## config.mk

```make
export PLATFORM = sky130hd
export DESIGN_NAME = serial_adder_nbit
export DESIGN_NICKNAME = d
export VERILOG_FILES = /design/src/rtl/arith_pkg.sv /design/src/rtl/full_adder_structure.sv /design/src/rtl/serial_adder_nbit.sv
export SDC_FILE = /design/constraint.sdc
export NUM_CORES = 1
export LEC_CHECK = 0
export CAP_MARGIN = 20
export CORE_MARGIN = 3
export CORE_UTILIZATION = 25
export CTS_CLUSTER_DIAMETER = 50
export DETAILED_ROUTE_END_ITERATION = 12
export SYNTH_ARGS = -nofsm -noshare
export SYNTH_HDL_FRONTEND = slang
export SYNTH_SLANG_ARGS = --single-unit
```

## constraint.sdc

```tcl
create_clock -name clk -period 2.18 [get_ports clk]
set_input_delay 0.218 -clock clk [delete_from_list [all_inputs] [get_ports clk]]
set_output_delay 0.218 -clock clk [all_outputs]
set_load 0.03 [all_outputs]
```

## src/rtl/arith_pkg.sv

```systemverilog
// Shared arithmetic-unit definitions: serial FSM state encoding and default operand width.
package arith_pkg;
  typedef enum logic [1:0] {
    IDLE = 2'd0,
    RUN  = 2'd1,
    DONE = 2'd2
  } state_t;

  localparam int DEFAULT_WIDTH = 4;
endpackage

```

## src/rtl/full_adder_structure.sv

```systemverilog
// 1-bit full-adder cell; the per-bit datapath of the serial adder.
module full_adder_structure (
  input  logic cin,
  input  logic a,
  input  logic b,
  output logic cout,
  output logic sum
);
  logic w_axb;

  assign w_axb = a ^ b;
  assign sum   = w_axb ^ cin;
  assign cout  = (a & b) | (w_axb & cin);
endmodule

```

## src/rtl/serial_adder_nbit.sv

```systemverilog
// Bit-serial WIDTH-bit adder: one full-adder cell, LSB first, one bit per clock.
module serial_adder_nbit
  import arith_pkg::*;
#(
  parameter int WIDTH = DEFAULT_WIDTH
) (
  input  logic             clk,
  input  logic             rst_n,
  input  logic             start,
  input  logic [WIDTH-1:0] a,
  input  logic [WIDTH-1:0] b,
  input  logic             cin,
  output logic             busy,
  output logic             done,
  output logic [WIDTH-1:0] sum,
  output logic             cout
);
  localparam int             CW   = $clog2(WIDTH + 1);
  localparam logic [CW-1:0]  LAST = CW'(WIDTH - 1);

  state_t           r_state, w_nstate;
  logic [WIDTH-1:0] r_a_sh, r_b_sh, r_s_sh, w_s_nxt;
  logic [WIDTH-1:0] r_sum;
  logic [CW-1:0]    r_cnt;
  logic             r_carry, r_cout, r_done;
  logic             w_s, w_c;

  full_adder_structure u_fa (
    .cin  (r_carry),
    .a    (r_a_sh[0]),
    .b    (r_b_sh[0]),
    .cout (w_c),
    .sum  (w_s)
  );

  // Sum bits enter at the MSB so the final shift leaves bit 0 in place.
  generate
    if (WIDTH == 1) begin : g_w1
      assign w_s_nxt = w_s;
    end else begin : g_wn
      assign w_s_nxt = {w_s, r_s_sh[WIDTH-1:1]};
    end
  endgenerate

  always_ff @(posedge clk or negedge rst_n) begin
    if (!rst_n) r_state <= IDLE;
    else        r_state <= w_nstate;
  end

  always_comb begin
    w_nstate = r_state;
    case (r_state)
      IDLE:    if (start) w_nstate = RUN;
      RUN:     if (r_cnt == LAST) w_nstate = DONE;
      DONE:    w_nstate = IDLE;
      default: w_nstate = IDLE;
    endcase
  end

  always_ff @(posedge clk or negedge rst_n) begin
    if (!rst_n) begin
      r_a_sh  <= '0;
      r_b_sh  <= '0;
      r_s_sh  <= '0;
      r_carry <= 1'b0;
      r_cnt   <= '0;
      r_sum   <= '0;
      r_cout  <= 1'b0;
      r_done  <= 1'b0;
    end else begin
      r_done <= 1'b0;
      case (r_state)
        IDLE: begin
          if (start) begin
            r_a_sh  <= a;
            r_b_sh  <= b;
            r_s_sh  <= '0;
            r_carry <= cin;
            r_cnt   <= '0;
          end
        end
        RUN: begin
          r_a_sh  <= r_a_sh >> 1;
          r_b_sh  <= r_b_sh >> 1;
          r_s_sh  <= w_s_nxt;
          r_carry <= w_c;
          r_cnt   <= r_cnt + CW'(1);
          if (r_cnt == LAST) begin
            r_sum  <= w_s_nxt;
            r_cout <= w_c;
            r_done <= 1'b1;
          end
        end
        default: ;
      endcase
    end
  end

  assign busy = (r_state != IDLE);
  assign done = r_done;
  assign sum  = r_sum;
  assign cout = r_cout;
endmodule

```

# Yosys cells after proc, flatten, opt, wreduce, memory -nomap -nowiden

Cells that the tools add are included.

Reduce and logical (&&, ||, !) cells: 6
Equal/unequal tests: 4
Multiplexer cells: 15
$add $sub $neg: 1
Bitwise operators: 5

Operators by type and width:

| cell                                           | count |
|---|---|
| case mux 4 bit (2 select lines)                | 3 |
| 2-to-1 mux 4 bit                               | 3 |
| case mux 3 bit (2 select lines)                | 1 |
| AND reduction 2 bit                            | 3 |
| 2-to-1 mux 2 bit                               | 2 |
| != test 2 bit (second input constant)          | 2 |
| case mux 2 bit (2 select lines)                | 1 |
| nonzero test 2 bit                             | 2 |
| adder 3 x 1 -> 3 bit (second input constant)   | 1 |
| == test 3 x 2 -> 1 bit (second input constant) | 1 |
| 2-to-1 mux 1 bit                               | 3 |
| 2-to-1 mux 3 bit                               | 1 |
| bitwise AND 1 bit                              | 2 |
| == test 2 x 1 -> 1 bit (second input constant) | 1 |
| zero test 2 bit                                | 1 |
| case mux 1 bit (2 select lines)                | 1 |
| bitwise XOR 1 bit                              | 2 |
| OR 1 bit                                       | 1 |

Bits in registers: 24
Logic and storage cells: 40

# Depth between registers and ports, before layout

Gate-level depths: netlist of the first run.

Depth in word-level cells: 4
Depth in mapped cells: 5
Gate-level depth less buffers: 5

# Cells and area by module

Synthesis of the first run repeated with hierarchy kept, for this count alone.

Cell total of the unflattened synthesis: 76
Area, all modules: 988.4 um2

By module, submodules not included:

| module               | instances | cells each | area each (um2) |
|---|---|---|---|
| serial_adder_nbit    | 1         | 75         | 968.4 |
| full_adder_structure | 1         | 1          | 20.0 |

# Least setup slack after synthesis of the first run

No wires, ideal clock.

Path type: reg-to-reg
Start: register r_cnt[0]
End: register r_cout (netlist: cout)
Stages on the path, launching flop included: 5
Setup slack: 0.871 ns
Arrival: 1.184 ns
Data required time: 2.055 ns
Path through: dfrtp_1 > ha_1 > ha_1 > nand2_4 > mux2_4

Word-level cells in the longest chain between the ends: 2

Ends and longest elaborated chain:

| what                                 | line                    | source |
|---|---|---|
| start: declaration                   | serial_adder_nbit.sv:24 | `logic [CW-1:0] r_cnt;` |
| start signal: assignment             | serial_adder_nbit.sv:87 | `r_cnt <= r_cnt + CW'(1);` |
| == test 3 x 2 -> 1 bit               | serial_adder_nbit.sv:88 | `if (r_cnt == LAST) begin` |
| AND reduction 2 bit (no source line) | -                       |  |
| end signal: assignment               | serial_adder_nbit.sv:90 | `r_cout <= w_c;` |
| end: declaration                     | serial_adder_nbit.sv:25 | `logic r_carry, r_cout, r_done;` |

Every way passes these cells.
A chain may end at the register's enable or synchronous reset.

# Worst setup path in the final report of the first run

Start: register r_state[0]
End: output busy

Word-level cells in the longest chain between the ends: 1

Ends and longest elaborated chain:

| what                     | line                    | source |
|---|---|---|
| start: declaration       | serial_adder_nbit.sv:21 | `state_t r_state, w_nstate;` |
| start signal: assignment | serial_adder_nbit.sv:47 | `else r_state <= w_nstate;` |
| nonzero test 2 bit       | serial_adder_nbit.sv:99 | `assign busy = (r_state != IDLE);` |
| end: declaration         | serial_adder_nbit.sv:13 | `output logic busy,` |

Every way passes these cells.

==> impl_metrics.toml, run 1 <==
[synth]
ys.warnings.count = 0
avgSynthCellArea_sq_um = 11.8
ys_top_cells_by_area = "dfrtp_1, o22ai_1, mux2_4"
synth-main-ff-cell = "dfrtp_1"
ys_types = 20
synth_commonest_cells = "dfrtp_1, o22ai_1, a21oi_1"
synth_top_family_by_area = "compound AO/OA/AOI/OAI gates"
synthMuxAreaShare = 0.0745
synth_compound_area_frac = 0.199
ys_ff_latch = 23
synthXorXnorAreaFrac = 0
yosysSeqAreaShare = 0.571
synth_fa_ha_area_frac = 0.0447
synth.most_common_cell = "dfrtp_1"
synth-edff-count = 0
synth_simple_gate_area_frac = 0.0770
synth_nets = 100
async_reset_ff_frac = 1.00
synth_largest_area_cell = "dfrtp_1"
netlist_instances = 85
syn_area_sq_um = 1010
synth_top_area_frac = 0.571

[power]
power.internal_mw = 1.14
switching_share = 0.371
switchingPower_uw = 675
p_clk_frac = 0.141
p_leak_nw = 0.573
power-per-cell-area_nw_per_um2 = 1420
design_power_total_mw = 1.82
irDropWorstVdd_v = 0.000343
comb_power_share = 0.439
p_seq_frac = 0.419

[finish]
seq_area_sq_um = 576
area_delta_synth_final_pct = 27.6
final_core_util = 0.341
finish.instance_area_sq_um = 1280
n_fill_cell = 380
antenna_cells = 0
multi_input_area_sq_um = 398
drive_above_1_share = 0.105
final_cells = 153
final_nets = 121

[placement]
place_area_sq_um = 1240
place_ws_ns = 0.464
dp_cells = 149
dp_hpwl_um = 1360
gp_congestion = 0.766
portBuffers = 18

[route]
num_vias = 721
routed_wl_um = 1830
ant_nets = 0
drt-initial-drc-count = 74
viasPerCell = 4.71
firstDrtPassIters = 4
wl_per_cell_um = 11.9
drcViolationCount = 0

[timing]
worst_pin_slew_ns = 0.450
setup-violations-final = 0
relSlewSlack = 0.699
hold_ws_ns = 0.315
timing.final.ws_setup_ns = 0.204
fin_crit_ns = 1.98
max_freq_mhz = 506
tns_ns = 0
grt_setup_unrepaired = "no"
final_max_slew_viol_count = 0
hold_violations = 0
fin_skew_ns = 0.00377
period_share = 0.907

[floorplanning]
initial_utilization = 0.267
die_y_um = 69.5
io-pin-count = 19
coreArea_sq_um = 3770
die_area_sq_um = 4830
rows = 22
dieWidth_um = 69.5

[clock_tree]
clkSinkCount = 23
postCtsSetupBuffers = 0
cts-resized-gates = 0
h-tree-depth = 1
cts_root_buf = "clkbuf_8"
clockBufferDepth = 2
cts_hold_buf = 0
cts_tree = "yes"
numCtsBuffers = 3
path_clk_slew_ns = 0.08
clkLatencyLatePin_ns = 0.26

[critical_path]
reg2reg_from = "r_cnt[0]"
cp_slowest_cell = "clkdlybuf4s50_1"
rr_endpoint = "sum[0]"
start_kind = "flop"
cp-end-kind = "primary output"
crit_type = "flop to primary output"
cpPeakStageDelay_ns = 0.67
path_cells = "clkinv_1, nand2_1, clkdlybuf4s50_1"
worstPathRequired_ns = 1.96
cp_max_fo = 9
cp.arrival_ns = 1.76
r2r_slack_ns = 0.79
cp_num_cells = 3
reg2reg_depth = 4
critPathTopFamily = "buffers and inverters"
timing.critical_path.buf_inv = 2

[min_path]
hold_path_class = "primary input to async pin"

[global_routing]
grt_pass1_vias = 680
antenna_found_initial = 0
grt_pass1_wl_um = 3220
grt_usage = 0.0818
grt_max_degree = 24
grt_overflow = 0

[job]
drv_cap = 0

[status]
outcome = "finished clean"
==> worst max-delay path by stage <==
| stage | slack, ns | startpoint | endpoint |
|---|---|---|---|
| 6_report | 0.20 | r_state[0] | busy |
| 5_1_grt | 0.06 | r_state[0] | busy |
| 4_1_cts | 0.19 | r_state[0] | busy |
| 3_5_place_dp | 0.46 | r_state[0] | busy |
| 3_3_place_gp | 0.51 | r_state[0] | busy |
| 2_1_floorplan | 0.87 | r_cnt[0] | cout |
==> per-layer routing <==
metal / part of all wire / global-route usage
met2: 0.43 / 0.118
met3: 0.070 / 0.0333
met5: 0 / 0
met1: 0.49 / 0.112
met4: 0.010 / 0.0260
==> layout make-up <==
cell class | count | area share
clock buffers | 4 | 0.0351
inverters | 5 | 0.0146
multi-input cells | 54 | 0.310
flip-flops and latches | 23 | 0.448
well taps | 48 | 0.0467
repair buffers | 19 | 0.146
==> cells by family after synthesis <==
group	count (synthesis)
compound gates	33
fa+ha+maj	3
buf+inv	8
flops	23
mux	5
simple gates	13
==> worst register-to-register path, cell delays in order (launching register included) <==
cell and delay [ns]:
dfrtp_1 0.40, ha_1 0.21, ha_1 0.22, nand2_4 0.14, mux2_4 0.31
==> sequential cells by signal (all words and copies together), names as in the netlist <==
signal / cells
done: 1
r_a_sh: 4
r_cnt: 3
cout: 1
r_carry: 1
r_s_sh: 3
r_b_sh: 4
sum: 4
r_state: 2
==> power by group through the flow <==
stage | Sequential (mW) | Combinational [mW] | Clock [mW]
2_1_floorplan | 0.823 | 0.513 | 0
3_3_place_gp | 0.764 | 0.802 | 0
3_5_place_dp | 0.772 | 0.814 | 0
4_1_cts | 0.762 | 0.814 | 0.268
5_1_grt | 0.790 | 0.892 | 0.285
6_report | 0.763 | 0.799 | 0.257
==> placed cells by master, fill, tap and decap left out <==
cell,synthesis,layout
clkinv_1,1,1
ha_1,2,2
nor2b_1,2,2
nand2b_1,1,1
a22o_1,4,4
o21ai_0,6,6
nor2_1,2,2
clkdlybuf4s50_1,0,18
fa_1,1,1
nand2_4,1,1
mux2_4,5,5
a21oi_1,8,8
o22ai_1,14,14
clkbuf_1,0,1
inv_1,4,4
o21bai_1,1,1
buf_4,0,1
or2b_1,1,1
clkbuf_8,0,3
nor2b_4,1,1
dfrtp_1,23,23
nand2_1,5,5
Power figures use the tool's default switching activity.
==> run 2, diff against run 1 <==
Settings changed: CELL_PAD_IN_SITES_DETAIL_PLACEMENT set to 0, CELL_PAD_IN_SITES_GLOBAL_PLACEMENT set to 1, CTS_CLUSTER_DIAMETER 50 to 40, PLACE_DENSITY_LB_ADDON set to 0.1.
==> run 2 against run 1 <==
  * Via count is 1.8% lower
  * Core utilization is 0.23 points higher
  * Final cell count is 0.65% higher
  * Clock-buffer cell count is 1 lower
  * Clock skew hardly changed
  * Power is 1.8% higher
  * Register-to-register slack hardly changed
  * Design area is 0.68% higher
  * Flip-flop and latch count stayed put
  * Sequential share of layout area is 0.30 points lower
  * Non-clock buffer count is 1 higher
  * Clock power hardly changed
==> impl_metrics.toml, run 2 (synthesis gave the netlist of run 1 again) <==
[route]
routed_wl_um = 2000
wl_per_cell_um = 13.0
ant_nets = 0
firstDrtPassIters = 4
num_vias = 708
viasPerCell = 4.60
drcViolationCount = 0
drt-initial-drc-count = 36

[finish]
final_cells = 154
area_delta_synth_final_pct = 28.4
final_nets = 122
antenna_cells = 0
final_common_cell = "dfrtp_1"
multi_input_area_sq_um = 398
final_cell_mix = "dfrtp_1, clkdlybuf4s50_1, o22ai_1"
drive_above_1_share = 0.123
n_fill_cell = 380
seq_area_sq_um = 576

[critical_path]
cpPeakStageDelay_ns = 0.67
cp-end-kind = "primary output"
start_kind = "flop"
cp_slowest_cell = "clkdlybuf4s50_1"
timing.critical_path.buf_inv = 2
reg2reg_from = "r_cnt[0]"
critPathTopFamily = "buffers and inverters"
crit_start = "r_state[1]"
path_cells = "inv_1, nand2_1, clkdlybuf4s50_1"
worstPathRequired_ns = 1.96
crit_type = "flop to primary output"
cp_max_fo = 9
cp.arrival_ns = 1.74

[global_routing]
grt_pass1_vias = 732
antenna_found_initial = 0
grt_usage = 0.0914
grt_pass1_wl_um = 3530
grt_max_degree = 24
grt_overflow = 0

[placement]
gp_congestion = 0.696
dp_hpwl_um = 1480
dp_cells = 150
portBuffers = 18

[clock_tree]
postCtsSetupBuffers = 0
clkSinkCount = 23
path_clk_slew_ns = 0.08
clockBufferDepth = 2
cts_tree = "yes"
clkLatencyLatePin_ns = 0.26
cts-resized-gates = 0
cts_root_buf = "clkbuf_8"
cts_hold_buf = 0
h-tree-depth = 1
numCtsBuffers = 3

[floorplanning]
io-pin-count = 19
die_y_um = 69.5
rows = 22
dieWidth_um = 69.5
initial_utilization = 0.267
coreArea_sq_um = 3770
die_area_sq_um = 4830

[status]
outcome = "finished clean"

[timing]
max_freq_mhz = 511
final_max_slew_viol_count = 0
hold_violations = 0
period_share = 0.898
grt_setup_unrepaired = "no"
hold_ws_ns = 0.306
worst_pin_slew_ns = 0.461
relSlewSlack = 0.692
tns_ns = 0
setup-violations-final = 0
fin_skew_ns = 0.00376
fin_crit_ns = 1.96

[power]
irDropWorstVdd_v = 0.000440
power-per-cell-area_nw_per_um2 = 1430
p_leak_nw = 0.581

[job]
drv_cap = 0

[min_path]
hold_path_class = "primary input to async pin"
run 2: cell types whose count changed in the layout (fill, tap and decap cells not counted):
| cell | delta |
|---|---|
| buf_4 | +1 |
| clkinv_2 | +1 |
| clkbuf_1 | -1 |
run 2: final timing paths:
kind                       slack [ns]  depth (start not counted)        end
max                              0.22                          3       busy
min reg2reg                      0.49                          2   r_cnt[2]
max reg2reg                      0.79                          4       cout
min                              0.31                          2     sum[0]
max in group asynchronous        1.65                          2  r_b_sh[1]
min in group clk                 0.49                          2   r_cnt[2]
run 2: layout make-up:
cell class	count	area share
Inverter	5	0.0145
Timing Repair Buffer	20	0.151
Clock buffer	3	0.0319
Multi-Input combinational cell	54	0.308
Sequential cell	23	0.445
Clock inverter	1	0.00387
Tap cell	48	0.0464
run 2: report_power, final:
part	leakage, nW	switching [mW]	internal [mW]
combinational	0.272	0.419	0.409
clock	0.0255	0.129	0.127
sequential	0.284	0.151	0.617
total	0.581	0.699	1.15
run 2: stage by stage:
step           cell area [sq um]   util  power, mW  setup slack, ns
2_1_floorplan               1010      -       1.34            0.871
3_3_place_gp                1250  0.331       1.62            0.516
3_5_place_dp                1250  0.331       1.62            0.501
4_1_cts                     1290  0.343       1.88            0.219
5_1_grt                     1290  0.343       2.00            0.133
6_report                    1290  0.343       1.85            0.222
run 2: per-layer routing:
layer,wire [um],track usage,part of all wire
met5,0,0,0
met4,18,0.0325,0.0090
met3,82,0.0261,0.041
met2,904,0.137,0.45
met1,992,0.125,0.50
==> run 3, diff against run 2 <==
Settings changed: ABC_CLOCK_PERIOD_IN_PS set to 2180.
==> results of run 3 <==
No change in the layout: final DEF, timing and power equal those of run 2.
